File: src/rtl/mem_access_arbiter.sv
// Round-robin arbiter giving the CPU and the front panel shared access to a
// single-port synchronous RAM, with a zero-fill sequence after reset or on demand.
module mem_access_arbiter #(
  parameter int ADDR_W   = 15,
  parameter int DATA_W   = 16,
  parameter int DEPTH    = 1024,
  parameter int CLEAR_EN = 1
) (
  input  logic              clk,
  input  logic              rst_n,
  input  logic              init_start,
  input  logic              cpu_req,
  input  logic              cpu_we,
  input  logic [ADDR_W-1:0] cpu_addr,
  input  logic [DATA_W-1:0] cpu_wdata,
  output logic              cpu_ack,
  output logic              cpu_err,
  output logic [DATA_W-1:0] cpu_rdata,
  input  logic              pnl_req,
  input  logic              pnl_we,
  input  logic [ADDR_W-1:0] pnl_addr,
  input  logic [DATA_W-1:0] pnl_wdata,
  output logic              pnl_ack,
  output logic              pnl_err,
  output logic [DATA_W-1:0] pnl_rdata,
  output logic [ADDR_W-1:0] mem_addr,
  output logic              mem_we,
  output logic [DATA_W-1:0] mem_wdata,
  input  logic [DATA_W-1:0] mem_rdata,
  output logic              busy
);

  localparam logic [2:0] S_CLEAR  = 3'd0;
  localparam logic [2:0] S_IDLE   = 3'd1;
  localparam logic [2:0] S_ACCESS = 3'd2;
  localparam logic [2:0] S_RDWAIT = 3'd3;
  localparam logic [2:0] S_ACK    = 3'd4;

  localparam logic [2:0]        RESET_STATE = (CLEAR_EN != 0) ? S_CLEAR : S_IDLE;
  localparam logic [ADDR_W:0]   DEPTH_W     = (ADDR_W+1)'(DEPTH);
  localparam logic [ADDR_W-1:0] LAST_ADDR   = ADDR_W'(DEPTH - 1);

  logic [2:0]        state;
  logic              started;
  logic [ADDR_W-1:0] clr_ptr;
  logic              init_pending;
  logic              last_pnl;
  logic              owner_pnl;
  logic              req_we;
  logic [ADDR_W-1:0] req_addr;
  logic [DATA_W-1:0] req_wdata;
  logic [ADDR_W-1:0] addr_hold;
  logic [DATA_W-1:0] wdata_hold;

  logic              addr_ok;
  logic              grant_pnl;
  logic              any_req;

  assign addr_ok   = ({1'b0, req_addr} < DEPTH_W);
  assign any_req   = cpu_req | pnl_req;
  assign grant_pnl = (cpu_req & pnl_req) ? ~last_pnl : pnl_req;

  // started stays low for the first cycle after reset release so outputs are
  // all zero while rst_n is asserted, even though state already sits in CLEAR.
  assign busy    = started && (state != S_IDLE);
  assign cpu_ack = (state == S_ACK) && !owner_pnl;
  assign pnl_ack = (state == S_ACK) && owner_pnl;
  assign cpu_err = cpu_ack && !addr_ok;
  assign pnl_err = pnl_ack && !addr_ok;

  always_comb begin
    mem_we    = 1'b0;
    mem_addr  = addr_hold;
    mem_wdata = wdata_hold;
    if (started) begin
      case (state)
        S_CLEAR: begin
          mem_we    = 1'b1;
          mem_addr  = clr_ptr;
          mem_wdata = '0;
        end
        S_ACCESS: begin
          if (addr_ok) begin
            mem_addr = req_addr;
            if (req_we) begin
              mem_we    = 1'b1;
              mem_wdata = req_wdata;
            end
          end
        end
        default: ;
      endcase
    end
  end

  always_ff @(posedge clk or negedge rst_n) begin
    if (!rst_n) begin
      addr_hold  <= '0;
      wdata_hold <= '0;
    end else begin
      addr_hold  <= mem_addr;
      wdata_hold <= mem_wdata;
    end
  end

  always_ff @(posedge clk or negedge rst_n) begin
    if (!rst_n) begin
      state        <= RESET_STATE;
      started      <= 1'b0;
      clr_ptr      <= '0;
      init_pending <= 1'b0;
      last_pnl     <= 1'b1;
      owner_pnl    <= 1'b0;
      req_we       <= 1'b0;
      req_addr     <= '0;
      req_wdata    <= '0;
      cpu_rdata    <= '0;
      pnl_rdata    <= '0;
    end else if (!started) begin
      started <= 1'b1;
    end else begin
      // A clear request arriving mid-transaction is remembered and served next.
      if (init_start && (state == S_ACCESS || state == S_RDWAIT || state == S_ACK))
        init_pending <= 1'b1;
      case (state)
        S_CLEAR: begin
          if (init_start) begin
            clr_ptr <= '0;
          end else if (clr_ptr == LAST_ADDR) begin
            clr_ptr <= '0;
            state   <= S_IDLE;
          end else begin
            clr_ptr <= clr_ptr + 1'b1;
          end
        end
        S_IDLE: begin
          if (init_pending || init_start) begin
            init_pending <= 1'b0;
            clr_ptr      <= '0;
            state        <= S_CLEAR;
          end else if (any_req) begin
            owner_pnl <= grant_pnl;
            last_pnl  <= grant_pnl;
            req_we    <= grant_pnl ? pnl_we    : cpu_we;
            req_addr  <= grant_pnl ? pnl_addr  : cpu_addr;
            req_wdata <= grant_pnl ? pnl_wdata : cpu_wdata;
            state     <= S_ACCESS;
          end
        end
        S_ACCESS: begin
          state <= (req_we || !addr_ok) ? S_ACK : S_RDWAIT;
        end
        S_RDWAIT: begin
          if (owner_pnl) pnl_rdata <= mem_rdata;
          else           cpu_rdata <= mem_rdata;
          state <= S_ACK;
        end
        S_ACK: begin
          state <= S_IDLE;
        end
        default: begin
          state <= S_IDLE;
        end
      endcase
    end
  end

endmodule
File: config.mk
export PLATFORM = sky130hd
export DESIGN_NAME = mem_access_arbiter
export DESIGN_NICKNAME = d
export VERILOG_FILES = /design/src/rtl/mem_access_arbiter.sv
export SDC_FILE = /design/constraint.sdc
export NUM_CORES = 1
export LEC_CHECK = 0
export CAP_MARGIN = 25
export CORE_MARGIN = 10
export CORE_UTILIZATION = 31
export CTS_CLUSTER_SIZE = 25
export DETAILED_ROUTE_END_ITERATION = 12
export GPL_TIMING_DRIVEN = 0
export HOLD_SLACK_MARGIN = 0.06
export PLACE_DENSITY = 0.55
export SYNTH_ARGS = -nofsm -noshare
export SYNTH_HDL_FRONTEND = slang
export SYNTH_SLANG_ARGS = --single-unit
File: constraint.sdc
create_clock -name clk -period 5.3 [get_ports clk]
set_input_delay 0.795 -clock clk [delete_from_list [all_inputs] [get_ports clk]]
set_output_delay 0.795 -clock clk [all_outputs]
set_load 0.02 [all_outputs]
# ---- After elaboration in Yosys (flattened, before gate mapping)
# Index checks and enable logic that the tools add are counted.
dict set report classes {
  n_bitwise 5
  n_eq_ne 10
  shifts 0
  multipliers 0
  magnitude_cmp 1
  div 0
  mux 28
  reduce_logical 19
  add_sub_neg 1
}
# op n
set ops {}
lappend ops {{$mux 15} 6}
lappend ops {{$mux 16} 4}
lappend ops {{$pmux 15 s2} 2}
lappend ops {{$pmux 16 s2} 1}
lappend ops {{$add 15x1->15 const B} 1}
lappend ops {{$eq 15x10->1 const B} 1}
lappend ops {{$lt 15x11->1 const B} 1}
lappend ops {{$mux 3} 5}
lappend ops {{$pmux 3 s4} 1}
lappend ops {{$reduce_and 3->1} 3}
lappend ops {{$mux 1} 8}
lappend ops {{$reduce_and 4->1} 2}
lappend ops {{$eq 3x2->1 const B} 2}
lappend ops {{$logic_and 1x1->1} 6}
lappend ops {{$ne 2x2->1 const B} 3}
lappend ops {{$logic_or 1x1->1} 4}
lappend ops {{$eq 3x1->1 const B} 1}
lappend ops {{$eq 3x3->1 const B} 1}
lappend ops {{$logic_not 3->1} 1}
lappend ops {{$ne 3x1->1 const B} 1}
lappend ops {{$ne 3x3->1 const B} 1}
lappend ops {{$not 1->1} 3}
lappend ops {{$logic_not 1->1} 2}
lappend ops {{$pmux 1 s2} 1}
lappend ops {{3 further kinds} 3}
dict set report word_totals {
  rom_bits 0
  elab_cells 77
  n_memories 0
  ff_bits 117
  output_inout_bits 69
  latchBits 0
  mem_bits_rw 0
}

# ---- Logic depth before layout (Yosys ltp)
# Gate-level depths: netlist (run 1).
dict set report depth {
  ltp_word 7
  mapped_depth 7
  ltp_nobuf 5
}

# ---- Least setup slack after synthesis (run 1)
# Ideal clock, no wire load.
dict set report synth_path {
  kind {register to output}
  startpoint {register req_addr[13]}
  endpoint {output port mem_addr[3]}
  t_arrival_ns 1.801
  path_stages_with_launch 6
  slack_ns 2.704
  path_cell_list {dfrtp_1 or4_1 nor2_2 buf_2 o22ai_1 a21oi_1}
}
dict set report synth_via {
  elab_chain_cells 4
}
# item line_no
set synth_lines {}
lappend synth_lines {{start: declaration} 50} ;# logic [ADDR_W-1:0] req_addr;
lappend synth_lines {{start signal: assignment} 145} ;# req_addr <= grant_pnl ? pnl_addr : cpu_addr;
lappend synth_lines {{$lt 15x11->1} 59} ;# assign addr_ok = ({1'b0, req_addr} < DEPTH_W);
lappend synth_lines {{$mux 15} 83} ;# if (addr_ok) begin
lappend synth_lines {{$pmux 15 s2} 76} ;# case (state)
lappend synth_lines {{$mux 15} 75} ;# if (started) begin
lappend synth_lines {{end: declaration} 26} ;# output logic [ADDR_W-1:0] mem_addr,
# Every way passes these cells.

# ---- Final worst setup path (run 1)
dict set report layout_path {
  startpoint {register started}
  endpoint {output port mem_addr[2]}
}
dict set report layout_via {
  elab_chain_cells 1
}
# item line_no
set layout_lines {}
lappend layout_lines {{start: declaration} 44} ;# logic started;
lappend layout_lines {{start signal: assignment} 109} ;# started <= 1'b0;
lappend layout_lines {{start signal: assignment} 120} ;# started <= 1'b1;
lappend layout_lines {{$mux 15} 75}
# Every way passes these cells.

==> metrics.txt, run 1 <==
Die Wd=151 microns; Pwr Density=slightly above 500 nW/um^2; Worst-Margin Slew=about 0.79 ns; die area=about 23000 sq um; CTS Hold Bufs=0; post-cts sizing count=0; Yosys reg bits=117; area of the multi-input gates=2200 sq um; die height=151 microns; worst hold margin=around 0.31 ns; worst slew margin relative to its limit=47.0%; Placed Cells incl. Taps=852; Std-Cell Rows=between 40 and 50; H-tree levels=4; status=finished clean; crit end category=output pin; max-slew violations=0; WS Path Type=reg -> out; number of port buffers=between 150 and 200; post-layout minimum cycle time=3.94 ns; Yosys top cell area share=54.5%; critical path peak fanout=10; initial antenna violation count=0; worst path cell trace=buf_2 -> nor3b_1 -> clkbuf_1 -> o22ai_1 -> a21oi_1 -> clkdlybuf4s50_1; Cells after Synth=478; mapped cell area=5330 sq um; I/O Pins=approximately 150; Reg2Reg Depth=5; VDD IR-drop max=roughly 240 uV; final wirelength=15800 microns; Post-Layout Cell Count=885; Seq. cell area=2930 sq um; Worst Path Buf+Inv=3; Unique masters post-synth=50; register area share after synthesis=55.0%; YS warnings=0; FILL cells=1563; DR DRC count=0; Detail Route Antenna Nets=0; GP Congestion=0.779; Post-synth EDFFs=0; first-pass GRT wire length=about 26000 microns; vias per std cell=5.03; vias in the first global route=4848; Stages on worst setup path=6; core region area=16700 sq um; largest cells by area after synthesis=dfrtp_1, mux2_2, mux2i_1; Syn Nets=564; Max-Cap Viols=0; CTS Buffer Depth=2; via count=4454; total setup buffers inserted after CTS=0; fmax=254 MHz; GRT Total Usage=14.2%; LEAKAGE=3.35 nW; DR pass1 iterations=4; CP max stage delay=approximately 0.68 ns; placed wire-length estimate=between 10000 and 15000 microns; largest net degree at the start of global routing=75; Worst Hold Class=in -> async; required time of the worst setup path=4.51 ns; TNS Setup=0 ns; FF-to-FF setup slack=3.01 ns; fin crit share=roughly three quarters; Root Driver=clkbuf_16; Mean Syn Cell Area=between 10 and 15 sq um; clk_skew=about 0.0063 ns; Main synth FF type=dfrtp_1; worst skew pair latency=0.41 ns; unrepaired setup endpoints after global routing=no; GRT overflow=0; WL per Instance=approximately 18 microns; Detailed Route Iter0 Violations=187; starting density of the core=between 30% and 40%; final core occ=46.7%; Layout Nets=737; TritonCTS clock tree=yes; Reg clk slew, reported paths=0.05 ns; endpoints failing hold=0; final setup fails=0; post-synthesis async set-or-reset flop share=100%; Max stage delay cell, worst path=clkdlybuf4s50_1; family with the most delay on the worst path=buffers and inverters; layout cell share with drive strength beyond 1=14.0%; TritonCTS Buffers=17; CP Data Arrival Time=3.14 ns; Sink Count=around 120; biggest area consumer among synthesized cells=dfrtp_1; critical path startpoint category=flip-flop; Area Growth Syn to Fin=46.5%
cell usage in the layout, fill, tap and decap left out, types with 8 or more instances in the layout:
| cell type | instances |
|---|---|
| nand2_1 | 20 |
| clkbuf_16 | 17 |
| clkdlybuf4s50_1 | 152 |
| mux2i_1 | 35 |
| nand3_1 | 11 |
| o22ai_1 | 25 |
| nor2_1 | 41 |
| o21ai_0 | 8 |
| a21oi_1 | 51 |
| buf_2 | 13 |
| dfrtp_1 | 116 |
| clkbuf_1 | 12 |
| mux2_2 | 32 |
| a22o_1 | 18 |
| inv_1 | 9 |
| a31oi_1 | 17 |
stage by stage:
step,area (sq um),total power [W],worst slack (ns)
2_1_floorplan,5330,0.00215,2.70
3_3_place_gp,7130,0.00276,-1.08
3_5_place_dp,7160,0.00280,1.78
4_1_cts,7800,0.00404,1.31
5_1_grt,7800,0.00423,1.08
6_report,7800,0.00399,1.36
sequential cells by signal (all words and copies together), names as in the netlist:
name          count
wdata_hold       16
init_pending      1
owner_pnl         1
state             3
addr_hold        15
pnl_rdata        16
started           1
last_pnl          1
req_addr         15
req_wdata        16
req_we            1
cpu_rdata        16
clr_ptr          15
power breakdown:
part           total (W)  switching, W  internal [W]
logic            0.00137      0.000703      0.000665
clock network    0.00122      0.000387      0.000833
registers        0.00140      0.000194       0.00121
logic make-up (layout without fill, tap and decap cells):
logic type	count (synthesis)	in the layout	synth area share, %
AOI/OAI and AO/OA	128	128	14.8
adders and majority gates	1	1	0.235
and+or+nand+nor	126	126	12.9
buffers and inverters	38	224	3.62
DFF	117	117	55.0
other	1	2	0.0704
muxes	67	67	13.3
layout make-up:
class                           instances  area share (%)
Sequential cell                       117            37.6
Multi-Input combinational cell        323            28.3
Timing Repair Buffer                  154            20.0
Clock buffer                           23            6.26
Tap cell                              220            3.53
Buffer                                 29            2.04
Clock inverter                          9            1.89
Inverter                                9           0.433
Antenna cell                            1          0.0321
cells in the mapped netlist (4+ instances only):
cell / n
nand2_1: 20
a31oi_1: 17
nand3b_1: 4
nand3_1: 11
buf_2: 13
a21oi_1: 51
and2_1: 6
o22ai_1: 25
clkbuf_1: 10
dfrtp_1: 116
inv_1: 9
mux2_2: 32
o21ai_0: 8
or4_1: 4
nand4_1: 4
nor3_1: 7
and3_1: 4
mux2i_1: 35
a22o_1: 18
nor2_1: 41
layer usage:
metal | part of all wire, % | vias up | GRT usage, %
met1 | 45 | 2146 | 17.8
met4 | 1.1 | 0 | 4.86
met2 | 45 | 178 | 21.4
met3 | 9.8 | 16 | 6.47
met5 | 0 | - | 0
li1 | - | 2114 | -
final timing paths:
kind                                 from             end
min in group clk           wdata_hold[14]  wdata_hold[14]
hold / removal                      rst_n   addr_hold[10]
setup reg to reg                  started    addr_hold[2]
hold reg to reg            wdata_hold[14]  wdata_hold[14]
setup / recovery                  started     mem_addr[2]
max in group asynchronous           rst_n        last_pnl
(Power assumes the default switching activity.)
==> run 2: changes to the inputs <==
--- a/config.mk
+++ b/config.mk
@@ -12,7 +12,7 @@
 export DETAILED_ROUTE_END_ITERATION = 12
 export GPL_TIMING_DRIVEN = 0
 export HOLD_SLACK_MARGIN = 0.06
-export PLACE_DENSITY = 0.55
+export PLACE_DENSITY = 0.57
 export SYNTH_ARGS = -nofsm -noshare
 export SYNTH_HDL_FRONTEND = slang
 export SYNTH_SLANG_ARGS = --single-unit
==> constraint.sdc (replaced) <==
create_clock -name clk -period 3.24 [get_ports clk]
set_input_delay 0.486 -clock clk [delete_from_list [all_inputs] [get_ports clk]]
set_output_delay 0.486 -clock clk [all_outputs]
set_load 0.02 [all_outputs]
==> run 2 against run 1 <==
Cell count increased by 0.11%. Sequential power increased by 64%. Critical path type unchanged. Global-route usage decreased by 0.31 points. Largest cell class unchanged. Clock power increased by 75%.
==> metrics.txt, run 2 (synthesized netlist as in run 1, its figures left out) <==
status=finished clean (unchanged); HP Start=cpu_rdata[10]; Detailed Route Iter0 Violations=213 (was 187); final wirelength=15800 microns (about the same); Sink Count=117 (unchanged); most common cell after layout, fill and taps aside=clkdlybuf4s50_1 (unchanged); CTS Buffer Depth=2 (unchanged); starting density of the core=31.9% (unchanged); number of port buffers=153 (unchanged); die area=22800 sq um (unchanged); GRT Total Usage=13.9% (was 14.2%); GP Congestion=0.877 (was 0.779); placed wire-length estimate=11900 microns (was 12000 microns); initial antenna violation count=0 (unchanged); worst path cell trace=or4_1 -> nor2_4 -> and4_2 -> buf_4 -> a22o_1 -> dlygate4sd2_1 (was buf_2 -> nor3b_1 -> clkbuf_1 -> o22ai_1 -> a21oi_1 -> clkdlybuf4s50_1); crit end category=output pin (unchanged); worst hold margin=0.501 ns (was 0.306 ns); CP Data Arrival Time=2.66 ns (was 3.14 ns); Pwr Density=846 nW/um^2 (was 511 nW/um^2); VDD IR-drop max=432 uV (was 244 uV); final worst slack=0.0919 ns (was 1.36 ns); critical path peak fanout=10 (unchanged); R2R Path Start=clr_ptr[0] (was started); Area Growth Syn to Fin=47.6% (was 46.5%); final setup fails=0 (unchanged); DR DRC count=0 (unchanged); vias in the first global route=4712 (was 4848); commonest cells after routing, fill and taps aside=clkdlybuf4s50_1, dfrtp_1, a21oi_1, nor2_1, mux2i_1 (unchanged); endpoints failing hold=0 (unchanged); TritonCTS clock tree=yes (unchanged); Max stage delay cell, worst path=or4_1 (was clkdlybuf4s50_1); LEAKAGE=3.51 nW (was 3.35 nW); via count=4465 (was 4454); fmax=318 MHz; Antenna diodes=0 (was 1); final core occ=47.0% (was 46.7%); Root Driver=clkbuf_16 (unchanged); WL per Instance=17.8 microns (was 17.9 microns); unrepaired setup endpoints after global routing=yes (was no); vias per std cell=5.04 (was 5.03); H-tree levels=4 (unchanged); Setup crit start=req_addr[13] (was started); die height=151 microns (unchanged); Worst-Margin Slew=0.684 ns (was 0.787 ns); fin crit share=between 90% and 100%; critical path startpoint category=flip-flop (unchanged); GRT overflow=0 (unchanged); Worst Hold Class=reg -> reg (was in -> async); Die Wd=151 microns (unchanged); WS Path Type=reg -> out (unchanged); Layout Nets=740 (was 737); Max-Cap Viols=0 (unchanged); worst slew margin relative to its limit=54.4% (was 47.0%); layout cell share with drive strength beyond 1=16.5% (was 14.0%); clk_skew=0.00771 ns (was 0.00634 ns); first-pass GRT wire length=25100 microns (was 25700 microns); Detail Route Antenna Nets=0 (unchanged); max-slew violations=0 (unchanged); CP max stage delay=0.62 ns (was 0.68 ns); required time of the worst setup path=2.75 ns (was 4.51 ns); TritonCTS Buffers=17 (unchanged); Post-Place Worst Slack=-0.00988 ns (was 1.78 ns); worst skew pair latency=0.41 ns (about the same); largest net degree at the start of global routing=91 (was 75); post-layout minimum cycle time=3.15 ns; DR pass1 iterations=4 (unchanged); I/O Pins=154 (unchanged); Reg clk slew, reported paths=0.05 ns (about the same); core region area=16700 sq um (unchanged); Std-Cell Rows=47 (unchanged)
run 2: cell types whose count changed in the layout (fill, tap and decap cells not counted), moves of 2 or more:
cell | before | now
clkinv_2 | 4 | 2
bufinv_16 | 4 | 6
clkbuf_2 | 1 | 11
dlymetal6s2s_1 | 0 | 5
dlygate4sd2_1 | 0 | 11
clkbuf_1 | 12 | 10
clkdlybuf4s50_1 | 152 | 127
buf_4 | 2 | 5
run 2: metrics by stage:
step | area, sq um | setup TNS [ns] | total power (W) | cells
2_1_floorplan | 5330 | 0 | 0.00351 | 478
3_3_place_gp | 7130 | -330.16 | 0.00450 | 851
3_5_place_dp | 7160 | -0.0209 | 0.00457 | 852
4_1_cts | 7850 | 0 | 0.00670 | 885
5_1_grt | 7860 | -0.0168 | 0.00703 | 886
6_report | 7860 | 0 | 0.00665 | 886
run 2: cell type report:
class	count	area (sq um)
clock inverter	9	198
buffer	29	164
tap	220	275
timing repair buffer	157	1540
fill	1581	8840
clock buffer	22	474
sequential	117	2930
inverter	9	33.8
multi-input combinational	323	2240
run 2: per-layer routing:
metal  up-vias  share of wire, %  GRT usage [%]
met1      2183                46           18.0
met2       152                45           21.2
met4         0              0.87           4.28
li1       2114                 -              -
met5         -                 0              0
met3        16               7.8           5.16
run 2: critical path, delay by kind of cell, from the launching register on:
family / cells / cell delay (ns)
simple gates: 3 / 1.13
buf+inv: 2 / 0.56
flops: 1 / 0.41
compound gates: 1 / 0.16
run 2: power by group:
group          switching [W]  leakage (nW)  internal, W
sequential          0.000318          1.49      0.00197
clock               0.000632         0.326      0.00150
combinational        0.00116          1.69      0.00107
run 2: path summary, 6_finish.rpt:
| kind | to | slack, ns | cells past startpoint |
|---|---|---|---|
| worst min-delay path | cpu_rdata[10] | 0.50 | 1 |
| worst min register to register | cpu_rdata[10] | 0.50 | 1 |
| worst max-delay path | mem_wdata[3] | 0.09 | 6 |
| min in group asynchronous | addr_hold[11] | 0.53 | 2 |
| max in group asynchronous | last_pnl | 1.97 | 3 |
| worst max register to register | clr_ptr[0] | 1.13 | 6 |
run 2: what timing repair did:
action / in CTS / in global routing
setup endpoints to repair: 32 / 22
hold buffers: 1 / 0
pin swaps: 1 / 1
gates resized for setup: 29 / 27
setup buffers: 1 / 1
hold endpoints to repair: 27 / 0
==> run 3: changes to the inputs <==
--- a/config.mk
+++ b/config.mk
@@ -6,6 +6,7 @@
 export NUM_CORES = 1
 export LEC_CHECK = 0
 export CAP_MARGIN = 25
+export CORE_ASPECT_RATIO = 1.75
 export CORE_MARGIN = 10
 export CORE_UTILIZATION = 31
 export CTS_CLUSTER_SIZE = 25
==> run 3 against run 2 <==
Worst hold slack worse by 0.0022 ns. Utilization down 0.53 points. Cell count up 1.0%. Die area up 0.90%. Non-clock buffer count up 1. Via count down 1.2%. Fmax down 0.19%. First-iteration DRC count down 20%. Total power down 0.55%.
==> metrics.txt, run 3 (synthesized netlist as in run 1, its figures left out) <==
largest net degree at the start of global routing=67 (was 91); Pwr Density=838 nW/um^2 (was 846 nW/um^2); LEAKAGE=3.56 nW (was 3.51 nW); worst slew margin relative to its limit=60.5% (was 54.4%); placed wire-length estimate=12600 microns (was 11900 microns); fin crit share=97.3% (was 97.2%); TritonCTS Buffers=17 (unchanged); critical path startpoint category=flip-flop (unchanged); GP Congestion=0.851 (was 0.877); Area Growth Syn to Fin=48.0% (was 47.6%); Layout Nets=741 (was 740); Reg clk slew, reported paths=0.06 ns (was 0.05 ns); unrepaired setup endpoints after global routing=yes (unchanged); most common cell after layout, fill and taps aside=clkdlybuf4s50_1 (unchanged); Max stage delay cell, worst path=or4_1 (unchanged); CP max stage delay=0.62 ns (about the same); GRT Total Usage=13.9% (about the same); area of the multi-input gates=2250 sq um (was 2240 sq um); final wirelength=16000 microns (was 15800 microns); via count=4412 (was 4465); Detail Route Antenna Nets=0 (unchanged); final worst slack=0.0860 ns (was 0.0919 ns); WL per Instance=17.8 microns (about the same); Worst-Margin Slew=0.590 ns (was 0.684 ns); CP Data Arrival Time=2.67 ns (was 2.66 ns); vias in the first global route=4755 (was 4712); TritonCTS clock tree=yes (unchanged); H-tree levels=4 (unchanged); final core occ=46.5% (was 47.0%); die area=23000 sq um (was 22800 sq um); crit end category=output pin (unchanged); Die Wd=119 microns (was 151 microns); post-layout minimum cycle time=3.15 ns (about the same); required time of the worst setup path=2.75 ns (about the same); final setup fails=0 (unchanged); worst skew pair latency=0.41 ns (about the same); Seq. cell area=2930 sq um (unchanged); critical path peak fanout=10 (unchanged); max-slew violations=0 (unchanged); GRT overflow=0 (unchanged); first-pass GRT wire length=25700 microns (was 25100 microns); starting density of the core=31.4% (was 31.9%); clk_skew=0.0155 ns (was 0.00771 ns); worst path cell trace=or4_1 -> nor2_4 -> and4_2 -> buf_4 -> a22o_1 -> clkdlybuf4s15_1 (was or4_1 -> nor2_4 -> and4_2 -> buf_4 -> a22o_1 -> dlygate4sd2_1); TNS Setup=0 ns (unchanged); Detailed Route Iter0 Violations=171 (was 213); initial antenna violation count=0 (unchanged); fmax=317 MHz (was 318 MHz); Std-Cell Rows=63 (was 47); number of port buffers=153 (unchanged); DR pass1 iterations=6 (was 4); Post-Place Worst Slack=-0.0479 ns (was -0.00988 ns); I/O Pins=154 (unchanged); commonest cells after routing, fill and taps aside=clkdlybuf4s50_1, dfrtp_1, a21oi_1, nor2_1, mux2i_1 (unchanged); Sink Count=117 (unchanged); die height=193 microns (was 151 microns); vias per std cell=4.93 (was 5.04); Worst Hold Class=reg -> reg (unchanged); Max-Cap Viols=0 (unchanged); WS Path Type=reg -> out (unchanged); Antenna diodes=0 (unchanged); endpoints failing hold=0 (unchanged); FILL cells=1618 (was 1581); status=finished clean (unchanged); CTS Buffer Depth=2 (unchanged); core region area=16900 sq um (was 16700 sq um); VDD IR-drop max=300 uV (was 432 uV); DR DRC count=0 (unchanged); Root Driver=clkbuf_16 (unchanged); layout cell share with drive strength beyond 1=17.4% (was 16.5%)
run 3: worst paths after layout:
path / from / endpoint / slack, ns / cells after the start
min in group asynchronous: rst_n / pnl_rdata[14] / 0.60 / 2
max in group asynchronous: rst_n / req_addr[9] / 1.95 / 3
worst min-delay path: addr_hold[12] / addr_hold[12] / 0.50 / 1
worst max-delay path: req_addr[13] / mem_wdata[12] / 0.09 / 6
worst max register to register: started / cpu_rdata[5] / 1.17 / 5
worst min register to register: addr_hold[12] / addr_hold[12] / 0.50 / 1
run 3: worst max-delay path: cells and delay by family (launching register included):
kind | cells | cell delay [ns]
flip-flops | 1 | 0.41
buffers and inverters | 2 | 0.52
AND/OR/NAND/NOR | 3 | 1.15
AO/OA/AOI/OAI | 1 | 0.18
run 3: per-stage QoR:
step	std cells	cell area [sq um]	power, W	hold WS [ns]
4_1_cts	893	7840	0.00667	0.506
2_1_floorplan	478	5330	0.00351	0.190
3_3_place_gp	858	7140	0.00451	0.487
3_5_place_dp	859	7170	0.00458	0.472
6_report	895	7880	0.00661	0.499
5_1_grt	895	7880	0.00700	0.521
run 3: final cells by class:
class,count,area share (%)
multi-input combinational,323,28.5
inverter,9,0.429
clock inverter,14,2.86
tap,227,3.60
buffer,29,2.05
sequential,117,37.2
clock buffer,18,5.57
timing repair buffer,158,19.8
run 3: power by group:
group | internal, W | switching [W]
registers | 0.00197 | 0.000311
logic | 0.00107 | 0.00118
clock network | 0.00139 | 0.000689
total | 0.00443 | 0.00218
run 3: layer usage:
metal	routed length (microns)	track usage, %
met5	0	0
met4	121	3.67
met3	725	4.23
met2	9350	27.0
met1	5770	13.6
run 3: repair_timing:
item,CTS,global route
hold buffers,1,0
setup buffers,1,2
pin swaps,1,0
resized for setup,25,38
setup endpoints to repair,32,27
hold endpoints to repair,50,0
